==> src/rtl/fios_control_gen_pkg.sv <==
// Shared types and constants for the FIOS control generator and the PE delay chain.
// Holds the state encoding, the DSP OPMODE and mux-select values, and the strobe bundle.
package fios_ctrl_pkg;

  typedef enum logic [3:0] {
    IDLE          = 4'd0,
    A_B0          = 4'd1,
    RES_P_PRIME_0 = 4'd2,
    M_P0          = 4'd3,
    A_BJ          = 4'd4,
    M_PJ          = 4'd5,
    LAST_A_BJ     = 4'd6,
    LAST_M_PJ     = 4'd7,
    RES_SHIFT     = 4'd8
  } state_t;

  localparam logic [8:0] OPMODE_IDLE    = 9'b000010101;
  localparam logic [8:0] OPMODE_A_B0    = 9'b000000101;
  localparam logic [8:0] OPMODE_RES_PP  = 9'b110000101;
  localparam logic [8:0] OPMODE_M_P     = 9'b111100101;
  localparam logic [8:0] OPMODE_A_B     = 9'b000100101;
  localparam logic [8:0] OPMODE_LAST_MP = 9'b001100000;
  localparam logic [8:0] OPMODE_SHIFT   = 9'b000100000;

  localparam logic [1:0] MUX_A_SEL_0 = 2'd0;
  localparam logic [1:0] MUX_A_SEL_1 = 2'd1;
  localparam logic [1:0] MUX_A_SEL_2 = 2'd2;
  localparam logic [1:0] MUX_B_SEL_0 = 2'd0;
  localparam logic [1:0] MUX_B_SEL_1 = 2'd1;
  localparam logic [1:0] MUX_B_SEL_2 = 2'd2;
  localparam logic [1:0] MUX_C_SEL_0 = 2'd0;
  localparam logic [1:0] MUX_C_SEL_1 = 2'd1;

  typedef struct packed {
    logic       a_reg_en;
    logic       m_reg_en;
    logic       creg_en;
    logic       res_delay_en;
    logic       a_shift;
    logic       b_fetch;
    logic       p_fetch;
    logic       res_push;
    logic       done;
    logic [1:0] mux_a_sel;
    logic [1:0] mux_b_sel;
    logic [1:0] mux_c_sel;
    logic [8:0] opmode;
  } ctrl_t;

  // Moore decode; unknown encodings yield an all-zero bundle.
  function automatic ctrl_t ctrl_decode(input state_t s);
    ctrl_t c;
    c = '0;
    case (s)
      IDLE: begin
        c.a_reg_en = 1'b1; c.creg_en = 1'b1; c.opmode = OPMODE_IDLE;
      end
      A_B0: begin
        c.mux_a_sel = MUX_A_SEL_1; c.mux_b_sel = MUX_B_SEL_1; c.mux_c_sel = MUX_C_SEL_1;
        c.creg_en = 1'b1; c.opmode = OPMODE_A_B0; c.a_shift = 1'b1;
      end
      RES_P_PRIME_0: begin
        c.m_reg_en = 1'b1; c.mux_a_sel = MUX_A_SEL_1; c.mux_b_sel = MUX_B_SEL_2;
        c.creg_en = 1'b1; c.opmode = OPMODE_RES_PP; c.b_fetch = 1'b1;
      end
      M_P0: begin
        c.opmode = OPMODE_M_P; c.p_fetch = 1'b1;
      end
      A_BJ: begin
        c.mux_a_sel = MUX_A_SEL_2; c.mux_b_sel = MUX_B_SEL_2;
        c.creg_en = 1'b1; c.opmode = OPMODE_A_B; c.b_fetch = 1'b1;
      end
      M_PJ: begin
        c.opmode = OPMODE_M_P; c.p_fetch = 1'b1; c.res_push = 1'b1; c.res_delay_en = 1'b1;
      end
      LAST_A_BJ: begin
        c.mux_a_sel = MUX_A_SEL_2; c.mux_b_sel = MUX_B_SEL_2;
        c.opmode = OPMODE_A_B; c.res_delay_en = 1'b1;
      end
      LAST_M_PJ: begin
        c.opmode = OPMODE_LAST_MP; c.res_push = 1'b1; c.res_delay_en = 1'b1;
      end
      RES_SHIFT: begin
        c.a_reg_en = 1'b1; c.opmode = OPMODE_SHIFT; c.res_push = 1'b1;
        c.done = 1'b1; c.res_delay_en = 1'b1;
      end
      default: c = '0;
    endcase
    return c;
  endfunction

endpackage

==> src/rtl/fios_control_gen_if.sv <==
// Handshake and PE-strobe bundle between the FIOS control generator and the cascade.
// The master side issues operations; the slave side is the control FSM.
interface fios_control_gen_if #(parameter int S = 16);
  localparam int CNT_W = $clog2(S + 1);

  logic             start_i;
  logic [CNT_W-1:0] n_words_i;
  logic             ready_o;
  logic             err_o;
  logic [CNT_W-1:0] word_idx_o;
  logic             a_reg_en_o;
  logic             m_reg_en_o;
  logic             CREG_en_o;
  logic             RES_delay_en_o;
  logic             a_shift_o;
  logic             b_fetch_o;
  logic             p_fetch_o;
  logic             RES_push_o;
  logic             done_o;
  logic [1:0]       mux_A_sel_o;
  logic [1:0]       mux_B_sel_o;
  logic [1:0]       mux_C_sel_o;
  logic [8:0]       OPMODE_o;

  modport master (
    output start_i, n_words_i,
    input  ready_o, err_o, word_idx_o, a_reg_en_o, m_reg_en_o, CREG_en_o, RES_delay_en_o,
           a_shift_o, b_fetch_o, p_fetch_o, RES_push_o, done_o,
           mux_A_sel_o, mux_B_sel_o, mux_C_sel_o, OPMODE_o
  );

  modport slave (
    input  start_i, n_words_i,
    output ready_o, err_o, word_idx_o, a_reg_en_o, m_reg_en_o, CREG_en_o, RES_delay_en_o,
           a_shift_o, b_fetch_o, p_fetch_o, RES_push_o, done_o,
           mux_A_sel_o, mux_B_sel_o, mux_C_sel_o, OPMODE_o
  );
endinterface

==> src/rtl/fios_control_gen_loop_counter.sv <==
// Word loop counter j for the FIOS sequence; flags the last inner iteration (j == n-2).
module fios_loop_counter #(
  parameter int CNT_W = 5
) (
  input  logic             clock_i,
  input  logic             reset_n_i,
  input  logic             clear,
  input  logic             en,
  input  logic [CNT_W-1:0] n_words,
  output logic [CNT_W-1:0] count,
  output logic             eq_last
);
  logic [CNT_W-1:0] count_reg;

  always_ff @(posedge clock_i) begin
    if (!reset_n_i) begin
      count_reg <= '0;
    end else if (clear) begin
      count_reg <= '0;
    end else if (en) begin
      count_reg <= count_reg + CNT_W'(1);
    end
  end

  assign count   = count_reg;
  assign eq_last = (count_reg == n_words - CNT_W'(2));
endmodule

==> src/rtl/fios_control_gen.sv <==
// Runtime-length FIOS control FSM driving the first PE of the DSP cascade.
// Latches n per operation, supports back-to-back starts from RES_SHIFT and flags illegal lengths.
module fios_control_gen
  import fios_ctrl_pkg::*;
#(
  parameter int S    = 16,
  parameter int CREG = 0
) (
  input  logic               clock_i,
  input  logic               reset_n_i,
  fios_control_gen_if.slave  bus
);
  localparam int CNT_W = $clog2(S + 1);

  state_t           state_reg, state_next;
  logic [CNT_W-1:0] n_reg;
  logic             err_reg;
  logic             ready, n_legal, start_ok;
  logic             cnt_clear, cnt_en, eq_last;
  logic [CNT_W-1:0] word_idx;
  ctrl_t            ctrl;

  // CREG only shapes the PE cascade; the sequence here is identical for every value.
  if (CREG != 0 && CREG != 1) begin : g_creg_passthrough
  end

  assign ready    = (state_reg == IDLE) || (state_reg == RES_SHIFT);
  assign n_legal  = (bus.n_words_i >= CNT_W'(2)) && (bus.n_words_i <= CNT_W'(S));
  assign start_ok = ready && bus.start_i && n_legal;

  always_comb begin
    state_next = IDLE;
    case (state_reg)
      IDLE:          state_next = start_ok ? A_B0 : IDLE;
      A_B0:          state_next = RES_P_PRIME_0;
      RES_P_PRIME_0: state_next = M_P0;
      M_P0:          state_next = (n_reg == CNT_W'(2)) ? LAST_A_BJ : A_BJ;
      A_BJ:          state_next = M_PJ;
      M_PJ:          state_next = eq_last ? LAST_A_BJ : A_BJ;
      LAST_A_BJ:     state_next = LAST_M_PJ;
      LAST_M_PJ:     state_next = RES_SHIFT;
      RES_SHIFT:     state_next = start_ok ? A_B0 : IDLE;
      default:       state_next = IDLE;
    endcase
  end

  always_ff @(posedge clock_i) begin
    if (!reset_n_i) begin
      state_reg <= IDLE;
      n_reg     <= CNT_W'(S);
      err_reg   <= 1'b0;
    end else begin
      state_reg <= state_next;
      if (start_ok) n_reg <= bus.n_words_i;
      err_reg   <= ready && bus.start_i && !n_legal;
    end
  end

  // Anything outside the active loop (IDLE, RES_SHIFT, stray encodings) clears j.
  assign cnt_clear = !(state_reg inside {A_B0, RES_P_PRIME_0, M_P0, A_BJ, M_PJ, LAST_A_BJ, LAST_M_PJ});
  assign cnt_en    = state_reg inside {M_P0, M_PJ, LAST_M_PJ};

  fios_loop_counter #(.CNT_W(CNT_W)) u_loop_counter (
    .clock_i   (clock_i),
    .reset_n_i (reset_n_i),
    .clear     (cnt_clear),
    .en        (cnt_en),
    .n_words   (n_reg),
    .count     (word_idx),
    .eq_last   (eq_last)
  );

  assign ctrl = ctrl_decode(state_reg);

  assign bus.ready_o        = ready;
  assign bus.err_o          = err_reg;
  assign bus.word_idx_o     = word_idx;
  assign bus.a_reg_en_o     = ctrl.a_reg_en;
  assign bus.m_reg_en_o     = ctrl.m_reg_en;
  assign bus.CREG_en_o      = ctrl.creg_en;
  assign bus.RES_delay_en_o = ctrl.res_delay_en;
  assign bus.a_shift_o      = ctrl.a_shift;
  assign bus.b_fetch_o      = ctrl.b_fetch;
  assign bus.p_fetch_o      = ctrl.p_fetch;
  assign bus.RES_push_o     = ctrl.res_push;
  assign bus.done_o         = ctrl.done;
  assign bus.mux_A_sel_o    = ctrl.mux_a_sel;
  assign bus.mux_B_sel_o    = ctrl.mux_b_sel;
  assign bus.mux_C_sel_o    = ctrl.mux_c_sel;
  assign bus.OPMODE_o       = ctrl.opmode;
endmodule

==> src/flat_wrapper.sv <==
// flat-port wrapper written by rule: the top's interface ports become plain ports
module fios_control_gen_flat import fios_ctrl_pkg::*;
#(
  parameter int S    = 16,
  parameter int CREG = 0
)
  (clock_i, reset_n_i, bus_start_i, bus_n_words_i, bus_ready_o, bus_err_o, bus_word_idx_o, bus_a_reg_en_o, bus_m_reg_en_o, bus_CREG_en_o, bus_RES_delay_en_o, bus_a_shift_o, bus_b_fetch_o, bus_p_fetch_o, bus_RES_push_o, bus_done_o, bus_mux_A_sel_o, bus_mux_B_sel_o, bus_mux_C_sel_o, bus_OPMODE_o);
  fios_control_gen_if #(.S(S)) bus_i ();
  input  logic clock_i;
  input  logic reset_n_i;
  input wire logic [$bits(bus_i.start_i)-1:0] bus_start_i;
  input wire logic [$bits(bus_i.n_words_i)-1:0] bus_n_words_i;
  output wire logic [$bits(bus_i.ready_o)-1:0] bus_ready_o;
  output wire logic [$bits(bus_i.err_o)-1:0] bus_err_o;
  output wire logic [$bits(bus_i.word_idx_o)-1:0] bus_word_idx_o;
  output wire logic [$bits(bus_i.a_reg_en_o)-1:0] bus_a_reg_en_o;
  output wire logic [$bits(bus_i.m_reg_en_o)-1:0] bus_m_reg_en_o;
  output wire logic [$bits(bus_i.CREG_en_o)-1:0] bus_CREG_en_o;
  output wire logic [$bits(bus_i.RES_delay_en_o)-1:0] bus_RES_delay_en_o;
  output wire logic [$bits(bus_i.a_shift_o)-1:0] bus_a_shift_o;
  output wire logic [$bits(bus_i.b_fetch_o)-1:0] bus_b_fetch_o;
  output wire logic [$bits(bus_i.p_fetch_o)-1:0] bus_p_fetch_o;
  output wire logic [$bits(bus_i.RES_push_o)-1:0] bus_RES_push_o;
  output wire logic [$bits(bus_i.done_o)-1:0] bus_done_o;
  output wire logic [$bits(bus_i.mux_A_sel_o)-1:0] bus_mux_A_sel_o;
  output wire logic [$bits(bus_i.mux_B_sel_o)-1:0] bus_mux_B_sel_o;
  output wire logic [$bits(bus_i.mux_C_sel_o)-1:0] bus_mux_C_sel_o;
  output wire logic [$bits(bus_i.OPMODE_o)-1:0] bus_OPMODE_o;
  assign bus_i.start_i = bus_start_i;
  assign bus_i.n_words_i = bus_n_words_i;
  assign bus_ready_o = bus_i.ready_o;
  assign bus_err_o = bus_i.err_o;
  assign bus_word_idx_o = bus_i.word_idx_o;
  assign bus_a_reg_en_o = bus_i.a_reg_en_o;
  assign bus_m_reg_en_o = bus_i.m_reg_en_o;
  assign bus_CREG_en_o = bus_i.CREG_en_o;
  assign bus_RES_delay_en_o = bus_i.RES_delay_en_o;
  assign bus_a_shift_o = bus_i.a_shift_o;
  assign bus_b_fetch_o = bus_i.b_fetch_o;
  assign bus_p_fetch_o = bus_i.p_fetch_o;
  assign bus_RES_push_o = bus_i.RES_push_o;
  assign bus_done_o = bus_i.done_o;
  assign bus_mux_A_sel_o = bus_i.mux_A_sel_o;
  assign bus_mux_B_sel_o = bus_i.mux_B_sel_o;
  assign bus_mux_C_sel_o = bus_i.mux_C_sel_o;
  assign bus_OPMODE_o = bus_i.OPMODE_o;
  fios_control_gen #(.S(S), .CREG(CREG)) u_core (.clock_i(clock_i), .reset_n_i(reset_n_i), .bus(bus_i));
endmodule
==> config.mk <==
export PLATFORM = sky130hd
export DESIGN_NAME = fios_control_gen_flat
export DESIGN_NICKNAME = d
export VERILOG_FILES = /design/src/rtl/fios_control_gen_pkg.sv /design/src/rtl/fios_control_gen_if.sv /design/src/rtl/fios_control_gen_loop_counter.sv /design/src/rtl/fios_control_gen.sv /design/src/flat_wrapper.sv
export SDC_FILE = /design/constraint.sdc
export NUM_CORES = 1
export LEC_CHECK = 0
export BUFFER_PORTS_ARGS = -buffer_cell sky130_fd_sc_hd__buf_2
export CAP_MARGIN = 15
export CORE_MARGIN = 4
export CORE_UTILIZATION = 53
export CTS_BUF_LIST = sky130_fd_sc_hd__clkbuf_4
export DETAILED_ROUTE_END_ITERATION = 10
export PLACE_DENSITY = 0.83
export SLEW_MARGIN = 20
export SYNTH_ARGS = -nofsm -noshare
export SYNTH_HDL_FRONTEND = slang
export SYNTH_SLANG_ARGS = --single-unit
==> constraint.sdc <==
create_clock -name clock_i -period 3.5 [get_ports clock_i]
set_input_delay 0.7 -clock clock_i [delete_from_list [all_inputs] [get_ports clock_i]]
set_output_delay 0.7 -clock clock_i [all_outputs]
set_load 0.01 [all_outputs]
# ---- After elaboration in Yosys (flattened, before gate mapping)
# Cells that the tools add are included.
dict set report word_totals {
  ff_bits 15
  in_bits 8
  out_inout_bits 31
  wordCells 51
}
dict set report op_classes {
  addsub 2
  magnitude_cmp 2
  eq_ne 10
  n_mux 16
  n_reduce_logical 17
}
# cell n
set ops {}
lappend ops {{one-hot mux 9 bit (7 select lines)} 1}
lappend ops {{one-hot mux 4 bit (8 select lines)} 1}
lappend ops {{== test 4 x 3 -> 1 bit, second input constant} 4}
lappend ops {{one-hot mux 4 bit (3 select lines)} 1}
lappend ops {{2-to-1 mux 1 bit} 11}
lappend ops {{== test 4 x 2 -> 1 bit, second input constant} 2}
lappend ops {{OR reduction 2 bit} 4}
lappend ops {{OR reduction 4 bit} 2}
lappend ops {{nonzero test 7 bit} 1}
lappend ops {{adder 5 x 1 -> 5 bit, second input constant} 1}
lappend ops {{== test 5 x 2 -> 1 bit, second input constant} 1}
lappend ops {{== test 5 bit} 1}
lappend ops {{greater-or-equal comparator 5 x 2 -> 1 bit, second input constant} 1}
lappend ops {{less-or-equal comparator 5 bit, second input constant} 1}
lappend ops {{subtractor 5 x 2 -> 5 bit, second input constant} 1}
lappend ops {{== test 4 x 1 -> 1 bit, second input constant} 1}
lappend ops {{== test 4 bit, second input constant} 1}
lappend ops {{logical AND 1 bit} 4}
lappend ops {{zero test 4 bit} 1}
lappend ops {{2-to-1 mux 2 bit} 2}
lappend ops {{nonzero test 3 bit} 1}
lappend ops {{OR reduction 3 bit} 1}
lappend ops {{AND reduction 2 bit} 1}
lappend ops {{zero test 1 bit} 1}
lappend ops {{logical OR 1 bit} 1}

# ---- Longest topological paths before layout
dict set report depth {
  word_depth 6
  depth_mapped 6
  ltp_nobuf 6
}

# ---- Cells and area by module
# From an unflattened synthesis, not the netlist that was laid out.
dict set report hier_totals {
  hier_cells 131
  hier_area_um2 1034.7
}
# module n_inst cells_per_inst area_each_um2 seq_area_each_um2
set by_module_without_submodules {}
lappend by_module_without_submodules {fios_control_gen 1 98 734.5 200.2}
lappend by_module_without_submodules {fios_loop_counter 1 33 300.3 100.1}

# ---- Least setup slack after synthesis
# OpenSTA, ideal clock, no wires.
dict set report synth_path {
  kind {register -> output}
  startpoint {reg u_core.state_reg[0]}
  endpoint {out bus_OPMODE_o[8]}
  t_arrival_ns 1.294
  required_ns 2.800
  path_slack_ns 1.506
  stages_incl_launch_ff 4
  path_buffers 1
  path_cell_list {dfxtp_1 -> or4b_1 -> o21ai_1 -> buf_4}
}
dict set report synth_via {
  elab_chain_len 3
  word_cells_on_any_way 12
  classes_between {8 x eq/ne; 1 x mux; 3 x reduce/logical}
}
# element line_no
set synth_rtl {}
lappend synth_rtl {{start, declared} fios_control_gen.sv:15} ;# state_t state_reg, state_next;
lappend synth_rtl {{start signal, assigned} fios_control_gen.sv:53} ;# state_reg <= state_next;
lappend synth_rtl {{== test 4 x 3 -> 1 bit or == test 4 x 2 -> 1 bit (tied branches)} fios_control_gen_pkg.sv:54} ;# case (s)
lappend synth_rtl {{OR reduction 2 bit (no line)} --}
lappend synth_rtl {{one-hot mux 9 bit (7 select lines) *} fios_control_gen_pkg.sv:54}
lappend synth_rtl {{end, declared} flat_wrapper.sv:28} ;# output wire logic [$bits(bus_i.OPMODE_o)-1:0] bus_OPMODE_o;
# Mark *: on every way between the ends. The rest lies on a longest branch, timed or not.

# ---- Worst setup path in the final report
dict set report layout_path {
  startpoint {reg u_core.state_reg[1]}
  endpoint {out bus_OPMODE_o[7]}
}
# The elaborated chain is that of the path after synthesis.

==> run metrics <==
outcome finished, final reports clean; Via-to-Cell Ratio about 5.2; Avg Inst Size Synth 7.73 sq um; fin nets 167; width of the die 51.1 um; diode count 0; gr usage total 16.9%; first drt pass iteration count 4; Cells after Synth 127; H-tree depth 1; CTS tree built; max frequency approximately 0.4 GHz; Crit Path Class reg2out; Top FF cell, synth dfxtp_1; max-cap violations 0; CTS Root Cell clkbuf_4; number of synthesized flops with an enable pin 0; Hold Path Class reg2reg; Resized cells post-CTS 0; Worst-Skew Late Latency between 0.2 and 0.3 ns; async set-reset flop share out of synthesis 0%; initial antenna violation count 0; DRT iter0 DRCs 17; post-DP HPWL 1.68 mm; yosys warns 0; setup_tns 0 ns; # setup viols final 0; top cells by area, synth dfxtp_1 31%, xnor2_1 8.9%, buf_4 6.1%; Placed Instances 177; drt drc 0; post-CTS setup buffers 0; mapped cell area roughly 980 sq um; area of the multi-input gates 584 sq um; die footprint approximately 2600 sq um; WL per Instance 11.6 um; crit path launch type register; Overflow after GRT 0; number of synthesized register bits 15; CTS Buf Count 3; fill count 159; hold_buf cts 0; fin crit period 2.45 ns; Layout Skew 0.00656 ns; post-synth top area cell dfxtp_1; VDD IR max 0.237 mV; routability cong. around 0.84; Via Count 948; sequential area share after synthesis 30.6%; synthesis-to-finish area growth 16.6%; vias in the first global route 761; share of cells above drive strength 1 28.8%; Power Density approximately 360 nW/um^2; io pins 39; Clock Sinks 15; Worst Path Required roughly 2.8 ns; Worst Setup End Kind output pin; post-synth cell types 33; RSZ-0062 raised after global routing false; largest net degree at the start of global routing 17; period utilization approximately 70%; PortBufs 35; Synth top area share 30.6%; Post-Route WL between 2 and 2.5 mm; first-pass GRT wire length 3.40 mm; fin. max-slew vios 0; row count 15; Worst EP arrival between 1.5 and 2 ns; clock buffer depth 2; Initial Util 56.3%; Layout Cells excl Fill 181; core outline area 1750 sq um; CP max FO 13; Register Area 300 sq um; post-route ant nets 0; Pleak 0.539 nW; die height 51.1 um; clk slew on worst S/H paths about 0.090 ns; final hold viol count 0; Commonest cells post-synth 15 x dfxtp_1, 15 x nand2_1, 15 x nor2_1
[kinds of logic after synthesis]
family,after synthesis,synth area share [%]
adders and majority gates,2,2.55
DFF,15,30.6
muxes,1,1.02
other,1,0.382
AOI/OAI and AO/OA,20,12.4
buffers and inverters,19,10.7
and+or+nand+nor,55,29.9
xor gates and xnor gates,14,12.5
[critical path, cell delays in order (launching register included)]
cell	delay (ns)
dfxtp_1	0.60
or4b_1	0.58
o21ai_1	0.14
buf_2	0.16
[cell type report]
type	count	share of cell area, %
multi-input cells	95	51.0
well taps	25	2.73
clock buffers	3	1.97
clock inverters	1	0.437
flip-flops and latches	15	26.2
inverters	7	2.30
repair buffers	35	15.3
[metrics by stage]
step	power [mW]	utilization (%)	worst slack, ns	area, sq um	hold slack (ns)
3_5_place_dp	0.316	64.0	1.37	1120	0.544
4_1_cts	0.412	65.6	1.05	1140	0.562
2_1_floorplan	0.286	-	1.51	990	0.493
3_3_place_gp	0.313	64.0	1.42	1120	0.524
5_1_grt	0.434	65.6	0.961	1140	0.601
6_report	0.408	65.6	1.05	1140	0.569
[layer usage]
layer	vias up	GRT usage (%)	part of all wire [%]
li1	478	-	-
met1	446	21.5	46
met2	22	28.1	48
met3	2	3.79	5.9
met4	0	5.38	0.38
met5	-	0	0
[path summary, 6_finish.rpt]
path | from | end | slack, ns | cells after the start
setup reg to reg | u_core.state_reg[0]$_SDFF_PN0_ | u_core.u_loop_counter.count[4]$_SDFFE_PN0N_ | 1.89 | 4
hold / removal | u_core.n_reg[0]$_SDFFE_PN0P_ | u_core.n_reg[0]$_SDFFE_PN0P_ | 0.57 | 2
setup / recovery | u_core.state_reg[1]$_SDFF_PN0_ | bus_OPMODE_o[7] | 1.05 | 3
hold reg to reg | u_core.n_reg[0]$_SDFFE_PN0P_ | u_core.n_reg[0]$_SDFFE_PN0P_ | 0.57 | 2
[report_power, final]
part           leakage, nW  switching [mW]  internal, mW
combinational        0.400          0.0665        0.0496
clock               0.0177          0.0539        0.0423
sequential           0.122          0.0174         0.179
total                0.539           0.138         0.271
[cell usage in the layout (no fill, tap or decap), types with 4 or more instances in the layout]
cell type / Yosys / routed
nor2_1: 15 / 15
o21ai_1: 5 / 5
dfxtp_1: 15 / 15
o21ai_0: 4 / 4
xnor2_1: 10 / 10
nor3_1: 6 / 6
buf_2: 3 / 35
nand2_1: 15 / 15
a21oi_1: 4 / 4
inv_1: 6 / 6
xor2_1: 4 / 4
(Power assumes the default switching activity.)
